--- src/rtl/cpu_pkg.sv ---
// Shared definitions for the multi-cycle CPU sequencer and datapath:
// opcode values, instruction-word field layout and the sequencer state type.
package cpu_pkg;

    localparam int unsigned INSTR_W = 32;
    localparam int unsigned OP_W    = 4;
    localparam int unsigned REG_W   = 6;
    localparam int unsigned IMM_W   = 9;

    // Instruction field bit positions (LSB of each field)
    localparam int unsigned RI_BIT  = 31;
    localparam int unsigned RS_LSB  = 25;
    localparam int unsigned RD_LSB  = 19;
    localparam int unsigned OP_LSB  = 15;
    localparam int unsigned RT_LSB  = 9;
    localparam int unsigned IMM_LSB = 0;

    localparam logic [OP_W-1:0] OP_LOAD  = 4'b0100;
    localparam logic [OP_W-1:0] OP_STORE = 4'b0110;
    localparam logic [OP_W-1:0] OP_NOP   = 4'b1111;

    typedef enum logic [2:0] {
        S_IDLE   = 3'd0,
        S_FETCH  = 3'd1,
        S_DECODE = 3'd2,
        S_EXEC   = 3'd3,
        S_MEM    = 3'd4,
        S_WB     = 3'd5
    } seq_state_t;

endpackage

--- src/rtl/instr_fields.sv ---
// Combinational split of a 32-bit instruction word into its fields.
// Ports: ir_i (instruction word) -> ri_o (immediate select), rs_o, rd_o,
//        op_o, rt_o, imm_o.
module instr_fields
    import cpu_pkg::*;
(
    input  logic [INSTR_W-1:0] ir_i,
    output logic               ri_o,
    output logic [REG_W-1:0]   rs_o,
    output logic [REG_W-1:0]   rd_o,
    output logic [OP_W-1:0]    op_o,
    output logic [REG_W-1:0]   rt_o,
    output logic [IMM_W-1:0]   imm_o
);

    assign ri_o  = ir_i[RI_BIT];
    assign rs_o  = ir_i[RS_LSB  +: REG_W];
    assign rd_o  = ir_i[RD_LSB  +: REG_W];
    assign op_o  = ir_i[OP_LSB  +: OP_W];
    assign rt_o  = ir_i[RT_LSB  +: REG_W];
    assign imm_o = ir_i[IMM_LSB +: IMM_W];

endmodule

--- src/rtl/cpu_sequencer.sv ---
// Multi-cycle instruction sequencer: fetch over an imem handshake, then
// decode / execute / memory / write-back, tolerating variable-latency memories.
// Ports:
//   clk, rst_n                  clock, async active-low reset
//   run                         level enable, sampled in IDLE and at retire
//   imem_req/addr/ack/data      instruction fetch handshake
//   dmem_req/we/ack             data-memory handshake
//   alu_op, src_sel, wb_sel     datapath controls decoded from IR
//   rf_we                       one-cycle register-file write strobe
//   rs, rd, rt, imm             IR fields
//   busy                        sequencer not idle
//   instr_count                 saturating retired-instruction counter
module cpu_sequencer
    import cpu_pkg::*;
#(
    parameter int unsigned PC_W  = 8,
    parameter int unsigned CNT_W = 16
) (
    input  logic               clk,
    input  logic               rst_n,
    input  logic               run,
    output logic               imem_req,
    output logic [PC_W-1:0]    imem_addr,
    input  logic               imem_ack,
    input  logic [INSTR_W-1:0] imem_data,
    output logic               dmem_req,
    output logic               dmem_we,
    input  logic               dmem_ack,
    output logic [OP_W-1:0]    alu_op,
    output logic               src_sel,
    output logic               wb_sel,
    output logic               rf_we,
    output logic [REG_W-1:0]   rs,
    output logic [REG_W-1:0]   rd,
    output logic [REG_W-1:0]   rt,
    output logic [IMM_W-1:0]   imm,
    output logic               busy,
    output logic [CNT_W-1:0]   instr_count
);

    seq_state_t         state_q, state_d;
    logic [PC_W-1:0]    pc_q, pc_d;
    logic [INSTR_W-1:0] ir_q, ir_d;
    logic [CNT_W-1:0]   cnt_q, cnt_d;

    // Strobes are flops loaded from the next state, so they are a pure
    // function of the current state with no combinational path from inputs.
    logic imem_req_q, imem_req_d;
    logic dmem_req_q, dmem_req_d;
    logic dmem_we_q,  dmem_we_d;
    logic rf_we_q,    rf_we_d;
    logic busy_q,     busy_d;

    logic            retire;
    logic            ri;
    logic [OP_W-1:0] op;

    // Field split of the held instruction
    instr_fields u_fields (
        .ir_i  (ir_q),
        .ri_o  (ri),
        .rs_o  (rs),
        .rd_o  (rd),
        .op_o  (op),
        .rt_o  (rt),
        .imm_o (imm)
    );

    // Next-state, retire bookkeeping and next strobe values
    always_comb begin
        state_d = state_q;
        pc_d    = pc_q;
        ir_d    = ir_q;
        cnt_d   = cnt_q;
        retire  = 1'b0;

        case (state_q)
            S_IDLE: begin
                if (run) state_d = S_FETCH;
            end
            S_FETCH: begin
                if (imem_ack) begin
                    ir_d    = imem_data;
                    state_d = S_DECODE;
                end
            end
            S_DECODE: state_d = S_EXEC;
            S_EXEC: begin
                if (op == OP_LOAD || op == OP_STORE) state_d = S_MEM;
                else if (op == OP_NOP)               retire  = 1'b1;
                else                                 state_d = S_WB;
            end
            S_MEM: begin
                if (dmem_ack) begin
                    if (op == OP_LOAD) state_d = S_WB;
                    else               retire  = 1'b1;
                end
            end
            S_WB:    retire  = 1'b1;
            default: state_d = S_IDLE;
        endcase

        // Retire: advance pc (wraps naturally), bump saturating count, and
        // re-sample run to decide between the next fetch and idle.
        if (retire) begin
            pc_d = pc_q + PC_W'(1);
            if (cnt_q != {CNT_W{1'b1}}) cnt_d = cnt_q + CNT_W'(1);
            state_d = run ? S_FETCH : S_IDLE;
        end

        imem_req_d = (state_d == S_FETCH);
        dmem_req_d = (state_d == S_MEM);
        // IR cannot change between EXEC and MEM, so ir_q's opcode is valid here
        dmem_we_d  = (state_d == S_MEM) && (op == OP_STORE);
        rf_we_d    = (state_d == S_WB);
        busy_d     = (state_d != S_IDLE);
    end

    // State, architectural registers and registered strobes
    always_ff @(posedge clk or negedge rst_n) begin
        if (!rst_n) begin
            state_q    <= S_IDLE;
            pc_q       <= '0;
            ir_q       <= '0;
            cnt_q      <= '0;
            imem_req_q <= 1'b0;
            dmem_req_q <= 1'b0;
            dmem_we_q  <= 1'b0;
            rf_we_q    <= 1'b0;
            busy_q     <= 1'b0;
        end else begin
            state_q    <= state_d;
            pc_q       <= pc_d;
            ir_q       <= ir_d;
            cnt_q      <= cnt_d;
            imem_req_q <= imem_req_d;
            dmem_req_q <= dmem_req_d;
            dmem_we_q  <= dmem_we_d;
            rf_we_q    <= rf_we_d;
            busy_q     <= busy_d;
        end
    end

    assign imem_req    = imem_req_q;
    assign dmem_req    = dmem_req_q;
    assign dmem_we     = dmem_we_q;
    assign rf_we       = rf_we_q;
    assign busy        = busy_q;
    assign imem_addr   = pc_q;
    assign instr_count = cnt_q;
    assign alu_op      = op;
    assign src_sel     = ri;
    assign wb_sel      = (op != OP_LOAD);

endmodule

--- config.mk ---
export PLATFORM = sky130hd
export DESIGN_NAME = cpu_sequencer
export DESIGN_NICKNAME = d
export VERILOG_FILES = /design/src/rtl/cpu_pkg.sv /design/src/rtl/instr_fields.sv /design/src/rtl/cpu_sequencer.sv
export SDC_FILE = /design/constraint.sdc
export NUM_CORES = 1
export LEC_CHECK = 0
export CAP_MARGIN = 10
export CORE_ASPECT_RATIO = 1.5
export CORE_MARGIN = 3
export CORE_UTILIZATION = 35
export CTS_BUF_LIST = sky130_fd_sc_hd__clkbuf_2
export CTS_CLUSTER_DIAMETER = 120
export CTS_CLUSTER_SIZE = 14
export DETAILED_ROUTE_END_ITERATION = 12
export HOLD_SLACK_MARGIN = 0.08
export MAX_ROUTING_LAYER = met4
export PLACE_DENSITY = 0.63
export SYNTH_ARGS = -nofsm -noshare
export SYNTH_HDL_FRONTEND = slang
export SYNTH_SLANG_ARGS = --single-unit
--- constraint.sdc ---
create_clock -name clk -period 2 [get_ports clk]
set_input_delay 0.2 -clock clk [delete_from_list [all_inputs] [get_ports clk]]
set_output_delay 0.2 -clock clk [all_outputs]
set_load 0.02 [all_outputs]
### Yosys cells after proc, flatten, opt, wreduce, memory -nomap -nowiden

Index checks and enable logic that the tools add are counted.

* flip-flop bits (word level): 64
* input port bits: 37
* output and inout bits: 62
* logic and storage cells: 44

* $add $sub $neg: 2
* equal/unequal tests: 13
* mux-type cells: 14
* reduce and logical (&&, ||, !) cells: 6

Operators with widths (number)
* 3-bit 2-to-1 mux: 7
* 3-bit one-hot mux with 6 select lines: 1
* 16-bit by 1-bit adder with 16-bit output, second input constant: 1
* 16-bit != test, second input constant: 1
* 3-bit equality test, second input constant: 4
* 8-bit by 1-bit adder with 8-bit output, second input constant: 1
* 4-bit by 3-bit equality test with 1-bit output, second input constant: 2
* 3-bit by 1-bit equality test with 1-bit output, second input constant: 2
* 3-bit by 2-bit equality test with 1-bit output, second input constant: 2
* 1-bit 2-to-1 mux: 5
* 4-bit equality test, second input constant: 1
* 4-bit by 3-bit != test with 1-bit output, second input constant: 1
* 2-bit AND reduction: 2
* 3-bit logical NOT: 1
* 1-bit one-hot mux with 3 select lines: 1
* 3-bit nonzero test: 1
* 1-bit logical AND: 1
* 1-bit logical OR: 1

### Longest topological paths before layout

Gate-level depths: netlist of run 1.

* word-level depth: 7
* mapped depth: 6

### Hierarchy

A second synthesis of run 1 with hierarchy kept.

* cell total of the unflattened synthesis: 239
* area total of the unflattened synthesis: 2960.3 um2

By module, submodules not included
* cpu_sequencer: times used 1, cells an instance 207, area each 2720.1 um2
* instr_fields: times used 1, cells an instance 32, area each 240.2 um2

### Least setup slack after synthesis of run 1

No wires, ideal clock.

* kind: reg-to-reg
* start point: reg ir_q[16]
* end point: reg cnt_q[1], in the netlist instr_count[1]
* arrival time: 1.808 ns
* required time: 1.872 ns
* setup slack: 0.065 ns
* cell stages (with the launch flop): 6
* path buffers: 0
* cells stage by stage: dfrtp_1 -> or4b_4 -> a21oi_4 -> o21bai_4 -> nand2_1 -> mux2_1

* longest elaborated chain between the ends: 5
* elaborated cells between the ends (all ways): 10
* those cells by class: eq/ne: 3; mux: 5; reduce/logical: 2

Ends and longest elaborated chain
* start, declared: line cpu_sequencer.sv:43 `logic [INSTR_W-1:0] ir_q, ir_d;`
* start signal, assigned: line cpu_sequencer.sv:134 `ir_q <= ir_d;`
* 4-bit by 3-bit equality test with 1-bit output (tied with other cells): line cpu_sequencer.sv:89, cpu_sequencer.sv:95
* 1-bit 2-to-1 mux (tied with other cells): line cpu_sequencer.sv:95 `if (op == OP_LOAD) state_d = S_WB;`
* 1-bit 2-to-1 mux, on equally long branches: line cpu_sequencer.sv:94, cpu_sequencer.sv:89
* 1-bit one-hot mux with 3 select lines *: line cpu_sequencer.sv:77 `case (state_q)`
* 2-bit AND reduction (no line) *
* end signal, assigned: line cpu_sequencer.sv:135 `cnt_q <= cnt_d;`
* end, declared: line cpu_sequencer.sv:44 `logic [CNT_W-1:0] cnt_q, cnt_d;`

Mark *: on every way between the ends. The rest lies on a longest branch, timed or not.
A chain may end at the register's enable or synchronous reset.

### Worst setup path in the final report of run 1

Same ends and word-level chain as after synthesis.

==> results of run 1 <==
-- power breakdown --
part	leakage, nW	internal [mW]	total [mW]	switching, mW
combinational	0.787	1.53	2.86	1.33
clock	0.0708	0.288	0.728	0.440
sequential	0.799	1.78	2.12	0.337
-- state kept, by name, indices dropped and copies added, names as in the netlist --
| signal | flops |
|---|---|
| instr_count | 16 |
| busy | 1 |
| dmem_req | 1 |
| state_q | 3 |
| ir_q | 32 |
| rf_we | 1 |
| dmem_we | 1 |
| imem_addr | 8 |
| imem_req | 1 |
-- cell usage after synthesis --
cell,number
a22o_1,1
dfrtp_1,64
and3_1,10
buf_2,4
buf_6,2
nor3b_1,1
nand3b_1,1
o21ai_0,2
or4b_4,1
nand3_1,11
ha_1,2
and4_1,1
a32oi_4,1
a31oi_1,1
and2_1,3
a21oi_4,1
xor2_1,1
o22ai_1,1
nand2b_1,1
nand4_1,12
mux2_1,2
clkbuf_2,1
mux2_2,33
nor3_1,2
nor2b_1,4
nand4b_2,1
o21bai_4,1
a21oi_1,2
nand2_1,7
inv_1,4
xnor2_1,20
nor2_1,8
-- through the flow --
step	cells	util (%)
floorplan	206	-
global placement	405	52.2
detailed placement	405	52.2
CTS	423	53.7
global route	423	53.8
finish	423	53.8
-- final timing paths --
path	slack [ns]	start	cells after the start	to
hold reg to reg	0.50	imem_addr[7]$_DFFE_PN0P_	1	imem_addr[7]$_DFFE_PN0P_
setup reg to reg	0.11	ir_q[16]$_DFFE_PN0P_	5	instr_count[1]$_DFFE_PN0P_
max in group asynchronous	1.07	rst_n	3	imem_addr[0]$_DFFE_PN0P_
hold / removal	0.30	rst_n	2	instr_count[9]$_DFFE_PN0P_
setup / recovery	0.11	ir_q[16]$_DFFE_PN0P_	5	instr_count[1]$_DFFE_PN0P_
min in group clk	0.32	imem_data[19]	2	ir_q[19]$_DFFE_PN0P_
-- timing repair --
action                                  4_1_cts  5_1_grt
endpoints found under the setup margin        1        2
buffers inserted                              1        0
hold buffers                                  1        0
gates resized for setup                       4        2
pin swaps                                     0        0
endpoints found under the hold margin        30        0
gates cloned                                  0        0
-- routing by layer --
metal  wire length, um  part of all wire, %  global-route usage (%)
met3               413                  6.8                    5.98
met2              3040                   50                    23.9
met1              2530                   42                    18.0
met5                 0                    0                       -
met4                87                  1.4                    6.07
-- kinds of logic (layout without fill, tap and decap cells) --
group	Yosys count	count (layout)	share of synthesized area (%)
and+or+nand+nor	63	63	13.2
AOI/OAI and AO/OA	10	10	3.80
muxes	35	35	14.4
DFF	64	64	58.6
adders and majority gates	2	2	0.916
xor gates and xnor gates	21	21	6.73
buffers and inverters	11	128	2.29
-- cell type report --
| type | instances | area, sq um |
|---|---|---|
| Fill cell | 697 | 3420 |
| Multi-Input combinational cell | 131 | 1070 |
| Tap cell | 100 | 125 |
| Inverter | 4 | 15.0 |
| Clock inverter | 5 | 47.5 |
| Timing Repair Buffer | 108 | 1080 |
| Clock buffer | 11 | 55.1 |
| Sequential cell | 64 | 1600 |
==> results_dict.tcl, run 1 <==
set metrics [dict create \
    drc 0 \
    setup_viol 0 \
    ir_worst_vdd_v 0.000717 \
    cp_data_required_time_ns 2.35 \
    drt_first_pass_iters 4 \
    drt-vias-per-instance 4.81 \
    cp-start-kind "flop" \
    wl_per_cell_um 14.3 \
    track_usage_pct 15.4 \
    drive_gt1_share_pct 19.8 \
    relSlewSlack_pct 51.5 \
    cts_tree "built" \
    die-area_sq_um 8930 \
    num_rows 38 \
    power.total_mw 5.70 \
    areaGrowthSynthToFinish_pct 46.1 \
    antenna_found_initial 0 \
    place.gp.congestion 0.851 \
    grt_pass1_wl_um 10400 \
    h-tree-depth 3 \
    cp_slowest_cell "or4b_4" \
    layout_commonest_cell "clkdlybuf4s50_1" \
    clock_sinks 64 \
    grt_pass1_vias 2162 \
    layout_setup_ws_ns 0.109 \
    syn_avg_cell_area_sq_um 13.3 \
    layout.nets 357 \
    critPathMaxStageDelay_ns 0.56 \
    placed_area_sq_um 3870 \
    finalHoldViolations 0 \
    fp.dieH_um 114 \
    ys_warn_count 0 \
    clock_latency_ns 0.47 \
    p_leak_nw 1.66 \
    synth.distinct_cells 32 \
    drt_iter0_drc 41 \
    coreArea_sq_um 7420 \
    fmax_mhz 529 \
    cp.arrival_ns 2.24 \
    tightest_slew_ns 0.728 \
    synth.top_cell.area_share_pct 58.6 \
    yosysTopAreaCell "dfrtp_1" \
    grt_max_degree 35 \
    p_per_area_nw_per_um2 1430 \
    slew_violations 0 \
    ios 99 \
    fin_worst_skew_ns 0.0237 \
    synth_nets 245 \
    syn-cell-area_sq_um 2730 \
    start_util_pct 36.8 \
    cp_max_fo 12 \
    setup_tns_ns 0 \
    grt_overflow_total 0 \
    clkTransAtPathRegs_ns 0.17 \
    n_antenna_cell 0 \
    period_minus_slack_ns 1.89 \
    fin_area_sq_um 3990 \
    drt-total-wl_um 6070 \
    ant_nets 0 \
    die_w_um 78.1 \
    cp_num_buf_inv 0 \
    syn_inst 206 \
    synth-seq-cells 64 \
    path_class "reg -> reg" \
    status "complete, no violations" \
    cp-end-kind "flop" \
    dpl.hpwl_um 4430 \
    finalCritPeriodShare_pct 94.5 \
    place_worst_setup_slack_ns 0.0955 \
    cts-root-buf "clkbuf_2" \
    port_buffers 98 \
    cts_inserted_buffers 9 \
    vias 2033 \
    cts.path.max_buffers 2 \
    ys_seq_area_share_pct 58.6 \
    path_cells "or4b_4 -> a21oi_4 -> o21bai_4 -> nand2_2 -> mux2_1" \
    final_cell_mix "clkdlybuf4s50_1, dfrtp_1, mux2_2" \
    synth.area.top_cells "dfrtp_1, mux2_2, xnor2_1" \
    cap_violations 0 \
    hold_ws_ns 0.299 \
    hold_class "in -> async" \
    critPathTopFamily "simple AND/OR/NAND/NOR gates" \
]
(Power assumes the default switching activity.)
==> inputs of run 2 (changes only) <==
--- a/config.mk
+++ b/config.mk
@@ -13,6 +13,7 @@
 export CTS_CLUSTER_DIAMETER = 120
 export CTS_CLUSTER_SIZE = 14
 export DETAILED_ROUTE_END_ITERATION = 12
+export GPL_TIMING_DRIVEN = 0
 export HOLD_SLACK_MARGIN = 0.08
 export MAX_ROUTING_LAYER = met4
 export PLACE_DENSITY = 0.63
==> run 2 against run 1 <==
Worst setup slack better by 0.054 ns. Combinational power hardly changed. Routed wire length increased by 0.79%. Clock skew is 0.0061 ns lower. Final area increased by 0.13%. Via count decreased by 1.6%. Power up 2.4%. Cell count is 0.24% higher. Sequential power barely moved. Critical path type unchanged. Highest routed layer unchanged.
==> results_dict.tcl, run 2 (synthesis results as in run 1) <==
set metrics [dict create \
    status "complete, no violations" \
    setup_viol 0 \
    p_leak_nw 1.66 \
    port_buffers 98 \
    cap_violations 0 \
    die-area_sq_um 8930 \
    setup_tns_ns 0 \
    drt_iter0_drc 83 \
    antenna_found_initial 0 \
    r2r_slack_ns 0.16 \
    p_switching_mw 2.12 \
    clock_latency_ns 0.46 \
    grt_overflow_total 0 \
    multi_input_area_sq_um 1070 \
    largest_reg_flops 32 \
    ant_nets 0 \
    timing.rr.end "instr_count[1]$_DFFE_PN0P_" \
    track_usage_pct 15.5 \
    fp.dieH_um 114 \
    crit_start "ir_q[16]$_DFFE_PN0P_" \
    vias 2001 \
    power.share.sequential_pct 36.3 \
    drt_first_pass_iters 4 \
    cts_tree "built" \
    drive_gt1_share_pct 20.1 \
    period_minus_slack_ns 1.84 \
    drc 0 \
    cp_max_fo 6 \
    ios 99 \
    p_comb_share_pct 48.9 \
    relSlewSlack_pct 47.4 \
    layout_commonest_cell "clkdlybuf4s50_1" \
    fin_worst_skew_ns 0.0177 \
    cts-root-buf "clkbuf_2" \
    r2r-start "ir_q[16]$_DFFE_PN0P_" \
    slew_violations 0 \
    critPathMaxStageDelay_ns 0.56 \
    seq_area_sq_um 1600 \
    ir_worst_vdd_v 0.000751 \
    p_per_area_nw_per_um2 1460 \
    h-tree-depth 3 \
    grt_max_degree 65 \
    fmax_mhz 545 \
    clkTransAtPathRegs_ns 0.18 \
    path_cells "or4b_4 -> a21oi_4 -> o21bai_4 -> nand2_1 -> mux2_1" \
    cts.path.max_buffers 2 \
    num_rows 38 \
    place.gp.congestion 0.850 \
    finalCritPeriodShare_pct 91.8 \
    fillers 713 \
    drt-vias-per-instance 4.72 \
    hold_class "in -> async" \
    cp-start-kind "flop" \
    final_cell_mix "clkdlybuf4s50_1, dfrtp_1, mux2_2" \
    largest-register "ir_q" \
    clock_sinks 64 \
    hold_ws_ns 0.323 \
    coreArea_sq_um 7420 \
    grt_pass1_vias 2222 \
    areaGrowthSynthToFinish_pct 46.3 \
    cp-end-kind "flop" \
    reg2regPathDepth 5 \
    cp.arrival_ns 2.19 \
    layout.nets 358 \
    cp_data_required_time_ns 2.36 \
    cp_slowest_cell "or4b_4" \
    endpoint "instr_count[1]$_DFFE_PN0P_" \
    wl_per_cell_um 14.4 \
    dpl.hpwl_um 4430 \
    n_antenna_cell 0 \
    die_w_um 78.1 \
    tightest_slew_ns 0.789 \
    rsz0062_at_grt "false" \
    clkPwrFrac_pct 14.8 \
    drt-total-wl_um 6110 \
    start_util_pct 36.8 \
    internal-power_mw 3.72 \
    switching_share_pct 36.3 \
    finalHoldViolations 0 \
    path_class "reg -> reg" \
    cts_inserted_buffers 9 \
    grt_pass1_wl_um 10600 \
]
[run 2: final cells by class]
type / instances / share of cell area (%)
Clock inverter: 6 / 2.10
Clock buffer: 10 / 1.25
Inverter: 4 / 0.376
Tap cell: 100 / 3.13
Buffer: 7 / 1.19
Timing Repair Buffer: 102 / 25.2
Sequential cell: 64 / 40.1
Multi-Input combinational cell: 131 / 26.7
[run 2: power by group through the flow]
stage	registers [mW]	clock network, mW	logic [mW]
floorplan	2.69	0	1.04
global placement	2.15	0	2.81
detailed placement	2.17	0	2.84
CTS	2.13	0.914	2.90
global route	2.23	0.962	3.05
finish	2.12	0.865	2.86
[run 2: per-layer routing]
layer / routed length [um] / vias up / GRT usage [%]
li1: - / 947 / -
met1: 2440 / 964 / 17.2
met2: 3090 / 77 / 25.3
met3: 442 / 13 / 5.04
met4: 135 / 0 / 7.35
met5: 0 / - / -
[run 2: worst min path at each step]
stage                                     to
floorplan                     busy$_DFF_PN0_
global placement    imem_addr[7]$_DFFE_PN0P_
detailed placement  imem_addr[2]$_DFFE_PN0P_
CTS                      ir_q[7]$_DFFE_PN0P_
global route             ir_q[7]$_DFFE_PN0P_
finish              imem_addr[2]$_DFFE_PN0P_
[run 2: repair_timing]
item,CTS,global route
hold buffers,1,0
hold endpoints to repair,64,0
gates resized for setup,3,1
pin swaps,0,0
buffers inserted,2,1
endpoints found under the setup margin,1,1
[run 2: per-stage QoR]
| stage | setup slack, ns | std cells | instance area [sq um] | utilization (%) | total power, mW |
|---|---|---|---|---|---|
| after CTS | 0.0107 | 423 | 4000 | 53.9 | 5.94 |
| final | 0.163 | 424 | 4000 | 53.9 | 5.84 |
| after floorplan | 0.0649 | 206 | 2730 | - | 3.73 |
| after global placement | -1.47 | 404 | 3840 | 51.8 | 4.96 |
| after detailed placement | 0.103 | 404 | 3840 | 51.7 | 5.01 |
| after global routing | 0.0271 | 424 | 4000 | 53.9 | 6.24 |
[run 2: worst max-delay path: cells and delay by family, from the launching register on]
family             cells  cell delay, ns
AOI/OAI and AO/OA      2            0.33
DFF                    1            0.41
muxes                  1            0.32
and+or+nand+nor        2            0.69
